**src/rtl/updown_bounce_repeat_counter.sv**
```systemverilog
// Bouncing up/down counter (lo -> hi -> lo) with a run-time loadable bounds
// window and one value that can be held for extra cycles when entered in a chosen direction.
module updown_bounce_repeat_counter #(
  parameter int unsigned          WIDTH       = 3,
  parameter int unsigned          REPW        = 2,
  parameter logic [WIDTH-1:0]     DEF_LO      = '0,
  parameter logic [WIDTH-1:0]     DEF_HI      = {WIDTH{1'b1}},
  parameter logic [WIDTH-1:0]     DEF_REP_VAL = WIDTH'(4),
  parameter logic [REPW-1:0]      DEF_REP_CNT = REPW'(1),
  parameter logic                 DEF_REP_DIR = 1'b0
) (
  input  logic             clk_i,
  input  logic             rst_ni,
  input  logic             en_i,
  input  logic             cfg_load_i,
  input  logic [WIDTH-1:0] cfg_lo_i,
  input  logic [WIDTH-1:0] cfg_hi_i,
  input  logic [WIDTH-1:0] cfg_rep_val_i,
  input  logic [REPW-1:0]  cfg_rep_cnt_i,
  input  logic             cfg_rep_dir_i,
  output logic [WIDTH-1:0] cnt_o,
  output logic             dir_up_o,
  output logic             rep_active_o,
  output logic             turn_o,
  output logic             cfg_err_o
);

  logic [WIDTH-1:0] lo_q, lo_d, hi_q, hi_d, repVal_q, repVal_d;
  logic [REPW-1:0]  repCnt_q, repCnt_d;
  logic             repDir_q, repDir_d;

  logic [WIDTH-1:0] cnt_q, cnt_d;
  logic             dirUp_q, dirUp_d;
  logic [REPW-1:0]  holdLeft_q, holdLeft_d;
  logic             repActive_q, repActive_d;
  logic             turn_q, turn_d;
  logic             cfgErr_q, cfgErr_d;

  logic [WIDTH-1:0] stepVal;
  logic             advance;

  // dirUp flips exactly when cnt reaches a bound, so +/-1 can never leave [lo,hi].
  assign stepVal = dirUp_q ? cnt_q + 1'b1 : cnt_q - 1'b1;

  always_comb begin
    lo_d        = lo_q;
    hi_d        = hi_q;
    repVal_d    = repVal_q;
    repCnt_d    = repCnt_q;
    repDir_d    = repDir_q;
    cnt_d       = cnt_q;
    dirUp_d     = dirUp_q;
    holdLeft_d  = holdLeft_q;
    repActive_d = repActive_q;
    turn_d      = 1'b0;
    cfgErr_d    = 1'b0;
    advance     = 1'b0;

    if (cfg_load_i) begin
      if (cfg_lo_i < cfg_hi_i) begin
        lo_d        = cfg_lo_i;
        hi_d        = cfg_hi_i;
        repVal_d    = cfg_rep_val_i;
        repCnt_d    = cfg_rep_cnt_i;
        repDir_d    = cfg_rep_dir_i;
        cnt_d       = cfg_lo_i;
        dirUp_d     = 1'b1;
        holdLeft_d  = '0;
        repActive_d = 1'b0;
      end else begin
        cfgErr_d = 1'b1;
        advance  = en_i;
      end
    end else begin
      advance = en_i;
    end

    if (advance) begin
      if (holdLeft_q != '0) begin
        holdLeft_d  = holdLeft_q - 1'b1;
        repActive_d = 1'b1;
      end else begin
        cnt_d       = stepVal;
        repActive_d = 1'b0;
        if (stepVal == hi_q) begin
          dirUp_d = 1'b0;
        end else if (stepVal == lo_q) begin
          dirUp_d = 1'b1;
        end
        turn_d = (stepVal == lo_q) || (stepVal == hi_q);
        // The first cycle at the repeat value is a normal step; the hold follows it.
        if ((stepVal == repVal_q) && (dirUp_q == repDir_q) && (repCnt_q != '0)) begin
          holdLeft_d = repCnt_q;
        end
      end
    end
  end

  always_ff @(posedge clk_i) begin
    if (!rst_ni) begin
      lo_q        <= DEF_LO;
      hi_q        <= DEF_HI;
      repVal_q    <= DEF_REP_VAL;
      repCnt_q    <= DEF_REP_CNT;
      repDir_q    <= DEF_REP_DIR;
      cnt_q       <= DEF_LO;
      dirUp_q     <= 1'b1;
      holdLeft_q  <= '0;
      repActive_q <= 1'b0;
      turn_q      <= 1'b0;
      cfgErr_q    <= 1'b0;
    end else begin
      lo_q        <= lo_d;
      hi_q        <= hi_d;
      repVal_q    <= repVal_d;
      repCnt_q    <= repCnt_d;
      repDir_q    <= repDir_d;
      cnt_q       <= cnt_d;
      dirUp_q     <= dirUp_d;
      holdLeft_q  <= holdLeft_d;
      repActive_q <= repActive_d;
      turn_q      <= turn_d;
      cfgErr_q    <= cfgErr_d;
    end
  end

  assign cnt_o        = cnt_q;
  assign dir_up_o     = dirUp_q;
  assign rep_active_o = repActive_q;
  assign turn_o       = turn_q;
  assign cfg_err_o    = cfgErr_q;

endmodule
```
**config.mk**
```make
export PLATFORM = sky130hd
export DESIGN_NAME = updown_bounce_repeat_counter
export DESIGN_NICKNAME = d
export VERILOG_FILES = /design/src/rtl/updown_bounce_repeat_counter.sv
export SDC_FILE = /design/constraint.sdc
export NUM_CORES = 1
export LEC_CHECK = 0
export ABC_AREA = 0
export CAP_MARGIN = 10
export CORE_MARGIN = 2
export CORE_UTILIZATION = 26
export DETAILED_ROUTE_END_ITERATION = 10
export PLACE_DENSITY = 0.58
export SYNTH_ARGS = -nofsm -noshare
export SYNTH_HDL_FRONTEND = slang
export SYNTH_SLANG_ARGS = --single-unit
```
**constraint.sdc**
```tcl
create_clock -name clk_i -period 3.76 [get_ports clk_i]
set_input_delay 0.752 -clock clk_i [delete_from_list [all_inputs] [get_ports clk_i]]
set_output_delay 0.752 -clock clk_i [all_outputs]
set_load 0.01 [all_outputs]
```
==> results of run 1 <==
## path summary, 6_finish.rpt
check        slack, ps            startpoint                  endpoint
min                480  lo_q[1]$_SDFFE_PN0P_      lo_q[1]$_SDFFE_PN0P_
max               1400           cfg_hi_i[2]  holdLeft_q[0]$_SDFF_PN0_
max reg2reg       1760   cnt_o[0]$_SDFF_PN0_  holdLeft_q[1]$_SDFF_PN0_
min reg2reg        480  lo_q[1]$_SDFFE_PN0P_      lo_q[1]$_SDFFE_PN0P_
## synth_stat cells, types with 2 or more instances
library cell,n
dfxtp_1,21
nor2_1,12
nor3b_1,2
clkbuf_1,2
a211oi_1,2
xnor2_1,7
and3_1,2
o211ai_1,5
o21ai_0,2
a21oi_1,4
nand2_1,12
xor2_1,4
ha_1,2
xnor3_1,2
nor2b_1,2
buf_2,2
inv_1,5
mux2i_1,10
## per-stage QoR
step / cells / power (mW)
2_1_floorplan: 110 / 0.359
3_3_place_gp: 177 / 0.406
3_5_place_dp: 177 / 0.410
4_1_cts: 181 / 0.555
5_1_grt: 181 / 0.580
6_report: 181 / 0.549
## per-layer routing
metal | GRT usage, % | vias to the layer above | wire [um]
li1 | - | 420 | -
met4 | 6.12 | 0 | 34
met5 | 0 | - | 0
met2 | 17.7 | 12 | 1080
met3 | 1.69 | 2 | 66
met1 | 12.6 | 365 | 1000
## cell families after synthesis
logic type      Yosys count  share of synthesized area [%]
xor+xnor                 13                           13.7
fa+ha+maj                 3                           4.35
flops                    21                           40.6
simple gates             35                           16.2
buf+inv                  10                           3.87
compound gates           18                           11.6
mux                      10                           9.67
## cell type report
type                       instances  area share, %
tap                               48           4.45
clock buffer                       4           3.34
timing repair buffer              23           16.9
inverter                           6           1.67
multi-input combinational         79           42.5
sequential                        21           31.1
## sequential cells by signal (all words and copies together), names as in the netlist
| signal | cells |
|---|---|
| cfg_err_o | 1 |
| cnt_o | 3 |
| dir_up_o | 1 |
| hi_q | 3 |
| holdLeft_q | 2 |
| lo_q | 3 |
| repCnt_q | 2 |
| repDir_q | 1 |
| repVal_q | 3 |
| rep_active_o | 1 |
| turn_o | 1 |
## power breakdown
part | total, mW | switching (mW) | internal (mW)
sequential | 0.254 | 0.0149 | 0.239
combinational | 0.149 | 0.0669 | 0.0819
clock | 0.146 | 0.0706 | 0.0753
## worst max-delay path, delay by kind of cell
family / cells / cell delay (ps)
simple gates: 2 / 250
buf+inv: 3 / 810
fa+ha+maj: 1 / 280
compound gates: 2 / 440
==> flow_summary.ini, run 1 <==
[synthesis]
synthTopCellsByArea = dfxtp_1, mux2i_1, xnor2_1
synth-main-ff-cell = dfxtp_1
synth_seq_cells = 21
avgSynthCellArea_um2 = 9.41
yosys_warnings = 0
synth_nets = 129
yosysTopAreaCell = dfxtp_1
synthArstFlopShare_pct = 0
synth.cell_area_mm2 = 0.00103
synthCells = 110
synth_top_cell_area_share_pct = 40.6
synth_edf_count = 0
ys_seq_area_share_pct = 40.6
synth_cell_types = 30

[cells_and_area]
area_growth_pct = 30.5
multi_input_area_um2 = 574
fillerInstances = 411
final_common_cell = clkdlybuf4s50_1
final_nets = 153
final_util_pct = 36.1
final-seq-area_um2 = 420
layout-drive-gt1-share_pct = 4.51
diodes = 0
stdcell_area_mm2 = 0.00135
final_cell_mix = clkdlybuf4s50_1, dfxtp_1, nand2_1, nor2_1, mux2i_1

[cts]
cts_tree = done
clock_sinks = 21
cts_hold_buf = 0
insertion_delay_ps = 250
cts.path.max_buffers = 2
cts_post_setup_buffers_inserted = 0
clockRootBuffer = clkbuf_8
path_clk_slew_ps = 70
cts_buffers = 3
h-tree-depth = 1
cts_resized = 0

[global_routing]
grt_overflow = 0
grt_usage_pct = 10.6
grt_pass1_wl_um = 3520
antenna_found_initial = 0
grt_max_degree = 22
grt_pass1_vias = 809

[worst_setup_path]
worstPathArrival_ps = 2530
crit_chain = clkdlybuf4s50_1, inv_1, ha_1, nand2_1, o211ai_1, buf_4, nand2_1, o31ai_1
slowest_delay_ps = 450
r2r_cells = 6
crit_required_ps = 3930
end_kind = flop
critPathLaunchType = input pin
path_max_fanout = 21
cp_common_cell = nand2_1
cp_slowest_cell = clkdlybuf4s50_1
worstSetupPathType = in2reg

[detailed_routing]
ant_nets = 0
vias = 799
drt_iter0_drc = 20
wire_per_inst_um = 12.0
wl_um = 2180
post_drt_via_cell_ratio = 4.41
dr.pass1.iters = 4
drc = 0

[job]
max_cap_violations = 0

[placement]
dp_slack_ps = 1130
io_buffer_count = 22
dpl.hpwl_um = 1660
dpl_cell_area_mm2 = 0.00131
gp_congestion = 0.737

[sta]
whs_ps = 484
final-setup-viol-count = 0
post-route-period-util_pct = 62.8
slew_headroom_pct = 55.6
period_needed_ps = 2360
setup_tns_ps = 0
fmax_mhz = 424
clock-skew-final_ps = 1.24
finalWorstSetupSlack_ps = 1400
hold_viol = 0
tightest_slew_ps = 662
slew_violations = 0
grt_setup_unrepaired = no

[floorplan]
fp-row-count = 22
die_x_um = 67.1
die_area_mm2 = 0.00450
die_h_um = 67.1
coreArea_mm2 = 0.00374
start_util_pct = 27.6
ioPinCount = 23

[power_and_ir_drop]
ir_worst_vdd_v = 0.000134
p_leak_nw = 0.568
power_per_cell_area_mw_per_mm2 = 406

[status]
status = completed

[hold_path]
hold_class = reg2reg
hold_depth = 2
No activity file was read; power rests on OpenSTA's default activity.
==> inputs of run 2 (changes only) <==
--- a/config.mk
+++ b/config.mk
@@ -10,7 +10,7 @@
 export CORE_MARGIN = 2
 export CORE_UTILIZATION = 26
 export DETAILED_ROUTE_END_ITERATION = 10
-export PLACE_DENSITY = 0.58
+export PLACE_DENSITY = 0.59
 export SYNTH_ARGS = -nofsm -noshare
 export SYNTH_HDL_FRONTEND = slang
 export SYNTH_SLANG_ARGS = --single-unit
==> constraint.sdc (replaced) <==
create_clock -name clk_i -period 1.97 [get_ports clk_i]
set_input_delay 0.394 -clock clk_i [delete_from_list [all_inputs] [get_ports clk_i]]
set_output_delay 0.394 -clock clk_i [all_outputs]
set_load 0.01 [all_outputs]
==> flow_summary.ini, run 2 (synthesis gave the netlist of run 1 again) <==
[worst_setup_path]
critPathLaunchType = input pin
path_max_fanout = 6
crit_required_ps = 2120
worstPathArrival_ps = 2020
end_kind = flop
worstSetupPathType = in2reg

[floorplan]
die_x_um = 67.1
coreArea_mm2 = 0.00374
ioPinCount = 23
die_area_mm2 = 0.00450
start_util_pct = 27.6
fp-row-count = 22
die_h_um = 67.1

[sta]
post-route-period-util_pct = 95.2
slew_headroom_pct = 81.8
slew_violations = 0
hold_viol = 0
fmax_mhz = 533
final-setup-viol-count = 0
tightest_slew_ps = 272
setup_tns_ps = 0
grt_setup_unrepaired = yes
period_needed_ps = 1880
clock-skew-final_ps = 6.83

[cts]
cts_buffers = 3
clockRootBuffer = clkbuf_8
path_clk_slew_ps = 80
cts_hold_buf = 0
cts_tree = done
clock_sinks = 21
insertion_delay_ps = 260
cts.path.max_buffers = 2
h-tree-depth = 1

[job]
max_cap_violations = 0

[detailed_routing]
vias = 885
drc = 0
dr.pass1.iters = 4
wire_per_inst_um = 11.5
wl_um = 2280
post_drt_via_cell_ratio = 4.47
drt_iter0_drc = 47
ant_nets = 0

[hold_path]
hold_class = in2reg

[power_and_ir_drop]
p_int_mw = 0.788
p_comb_share_pct = 31.2
p_clk_share_pct = 25.1
power_mw = 1.09
switching_share_pct = 27.6
ir_worst_vdd_v = 0.000260
power_per_cell_area_mw_per_mm2 = 727
p_leak_nw = 0.658
power_switching_mw = 0.301
p_seq_share_pct = 43.8

[status]
status = completed

[global_routing]
grt_max_degree = 13
antenna_found_initial = 0
grt_pass1_vias = 836
grt_pass1_wl_um = 3740
grt_usage_pct = 11.3
grt_overflow = 0

[placement]
dpl_cell_area_mm2 = 0.00140
dpl.hpwl_um = 1810
gp_congestion = 0.761
io_buffer_count = 22

[cells_and_area]
diodes = 0
stdcell_area_mm2 = 0.00150
area_growth_pct = 44.7
layout-drive-gt1-share_pct = 18.0
final_nets = 170
final_cell_mix = dfxtp_1, clkdlybuf4s50_1, buf_4, nand2_1, nor2_1
run 2: power groups by stage:
stage / Clock (mW) / Sequential (mW) / Combinational, mW
finish: 0.273 / 0.476 / 0.339
floorplan: 0 / 0.491 / 0.194
global placement: 0 / 0.486 / 0.320
detailed placement: 0 / 0.487 / 0.324
CTS: 0.287 / 0.477 / 0.329
global route: 0.307 / 0.481 / 0.371
run 2: cell type report:
class	instances	area [um^2]
clock buffer	3	41.3
clock inverter	1	5.00
fill	390	2250
inverter	6	22.5
multi-input combinational	79	591
sequential	21	420
tap	48	60.1
timing repair buffer	40	358
run 2: per-layer routing:
metal / global-route usage (%) / wire length, um
met5: 0 / 0
met4: 3.83 / 27
met3: 3.04 / 85
met2: 19.1 / 1180
met1: 13.7 / 981
run 2: through the flow:
stage / hold WS (ps) / std cells / setup WS, ps / utilization [%]
finish: 468 / 198 / 94.6 / 40.0
global route: 486 / 198 / -8.74 / 40.0
floorplan: 445 / 110 / 10.4 / -
global placement: 457 / 190 / -206 / 37.5
detailed placement: 462 / 190 / -282 / 37.5
CTS: 472 / 195 / 27.5 / 38.9
run 2: worst paths after layout:
kind	start	to	slack, ps	depth (start not counted)
worst min register to register	lo_q[1]$_SDFFE_PN0P_	lo_q[1]$_SDFFE_PN0P_	470	2
worst max-delay path	cfg_hi_i[1]	repVal_q[2]$_SDFFE_PN1P_	90	9
worst max register to register	cnt_o[1]$_SDFF_PN0_	holdLeft_q[0]$_SDFF_PN0_	120	6
worst min-delay path	cfg_hi_i[2]	hi_q[2]$_SDFFE_PN1P_	470	3
run 2: timing repair:
action	CTS	global route
endpoints found under the setup margin	1	11
buffers inserted	1	4
cloned	0	0
pin swaps	1	2
resized for setup	0	4
run 2: worst max-delay path: stages:
cell and delay, ps:
clkdlybuf4s50_1 460, inv_1 50, ha_1 270, nand2_1 70
o211ai_1 220, buf_4 160, buf_4 140, mux2i_1 200
nand2_1 60
==> inputs of run 3 (changes only) <==
--- a/config.mk
+++ b/config.mk
@@ -7,10 +7,11 @@
 export LEC_CHECK = 0
 export ABC_AREA = 0
 export CAP_MARGIN = 10
-export CORE_MARGIN = 2
+export CELL_PAD_IN_SITES_DETAIL_PLACEMENT = 1
+export CELL_PAD_IN_SITES_GLOBAL_PLACEMENT = 2
 export CORE_UTILIZATION = 26
 export DETAILED_ROUTE_END_ITERATION = 10
-export PLACE_DENSITY = 0.59
+export PLACE_DENSITY = 0.83
 export SYNTH_ARGS = -nofsm -noshare
 export SYNTH_HDL_FRONTEND = slang
 export SYNTH_SLANG_ARGS = --single-unit
==> flow_summary.ini, run 3 (synthesis gave the netlist of run 1 again) <==
[status]
status = completed

[detailed_routing]
drt_iter0_drc = 15
post_drt_via_cell_ratio = 4.64
wl_um = 2730
dr.pass1.iters = 3
vias = 924
wire_per_inst_um = 13.7
ant_nets = 0
drc = 0

[placement]
dpl.hpwl_um = 2240
dpl_cell_area_mm2 = 0.00145
gp_congestion = 0.775
io_buffer_count = 22

[floorplan]
ioPinCount = 23
die_h_um = 65.1
fp-row-count = 22
die_x_um = 65.1
die_area_mm2 = 0.00424
coreArea_mm2 = 0.00374
start_util_pct = 27.6

[cells_and_area]
area_growth_pct = 49.0
fillerInstances = 463
final_cell_mix = clkdlybuf4s50_1, dfxtp_1, buf_4, nand2_1, nor2_1
final_common_cell = clkdlybuf4s50_1
final_nets = 171
stdcell_area_mm2 = 0.00154
final-seq-area_um2 = 420
multi_input_area_um2 = 617
diodes = 0
layout-drive-gt1-share_pct = 21.9

[worst_setup_path]
r2r_cells = 6
worstSetupPathType = in2reg
r2r_slack_ps = 190
worstPathArrival_ps = 2040
critPathLaunchType = input pin
path_max_fanout = 10
end_kind = flop
crit_required_ps = 2120
r2r_end = holdLeft_q[0]$_SDFF_PN0_
reg2reg_from = cnt_o[1]$_SDFF_PN0_

[hold_path]
min_from = repCnt_q[1]$_SDFFE_PN0P_
hold_end = holdLeft_q[1]$_SDFF_PN0_
hold_depth = 2
hold_class = reg2reg

[job]
max_cap_violations = 0

[cts]
cts_resized = 0
clock_sinks = 21
cts_buffers = 3
h-tree-depth = 1
insertion_delay_ps = 260
cts_hold_buf = 0
clockRootBuffer = clkbuf_8
cts.path.max_buffers = 2
cts_tree = done
cts_post_setup_buffers_inserted = 0
path_clk_slew_ps = 80

[sta]
clock-skew-final_ps = 4.41
final-setup-viol-count = 0
period_needed_ps = 1880
slew_headroom_pct = 84.5
setup_tns_ps = 0
post-route-period-util_pct = 95.6
tightest_slew_ps = 233
grt_setup_unrepaired = yes
fmax_mhz = 531
slew_violations = 0
hold_viol = 0

[global_routing]
grt_pass1_wl_um = 4620
antenna_found_initial = 0
grt_overflow = 0
grt_usage_pct = 14.5
grt_max_degree = 13
grt_pass1_vias = 1036

[power_and_ir_drop]
power_per_cell_area_mw_per_mm2 = 735
p_leak_nw = 0.649
ir_worst_vdd_v = 0.000386
power_mw = 1.13
run 3: worst max-delay path by stage:
stage / from / endpoint / slack [ps] / cells past startpoint
2_1_floorplan: cnt_o[0]$_SDFF_PN0_ / holdLeft_q[0]$_SDFF_PN0_ / 10 / 7
3_3_place_gp: cfg_hi_i[2] / cnt_o[1]$_SDFF_PN0_ / -120 / 9
3_5_place_dp: cfg_hi_i[2] / repCnt_q[0]$_SDFFE_PN1P_ / -250 / 9
4_1_cts: cfg_hi_i[2] / repCnt_q[0]$_SDFFE_PN1P_ / 30 / 9
5_1_grt: cfg_hi_i[2] / repCnt_q[0]$_SDFFE_PN1P_ / -10 / 9
6_report: cfg_hi_i[2] / hi_q[0]$_SDFFE_PN1P_ / 90 / 9
run 3: routing by layer:
layer  track usage [%]  part of all wire, %  up-vias
met5                 0                    0        -
met3              4.23                  3.4        2
li1                  -                    -      456
met2              28.0                   54       14
met4              1.63                 0.22        0
met1              15.9                   42      452
run 3: final cells by class:
cell class                 instances  share of cell area (%)
clock inverter                     1                   0.325
clock buffer                       3                    2.68
tap                               48                    3.90
inverter                           6                    1.46
sequential                        21                    27.3
timing repair buffer              41                    24.4
multi-input combinational         79                    40.0
run 3: per-stage QoR:
stage,setup WS [ps],std cells,hold WS (ps),utilization (%)
2_1_floorplan,10.4,110,445,-
3_3_place_gp,-121,195,466,38.8
3_5_place_dp,-253,195,472,38.8
4_1_cts,29.4,199,486,40.0
5_1_grt,-12.9,199,511,41.2
6_report,85.7,199,491,41.2
run 3: worst max-delay path: stages:
cell	delay [ps]
clkdlybuf4s50_1	460
inv_1	70
ha_4	270
nand2_1	70
o211ai_1	180
buf_4	190
buf_12	130
mux2i_1	200
nand2_1	80
run 3: power breakdown:
part           leakage (nW)  switching, mW  internal, mW  total (mW)
clock                0.0255          0.149         0.141       0.290
combinational         0.451          0.159         0.204       0.364
sequential            0.172         0.0239         0.456       0.480
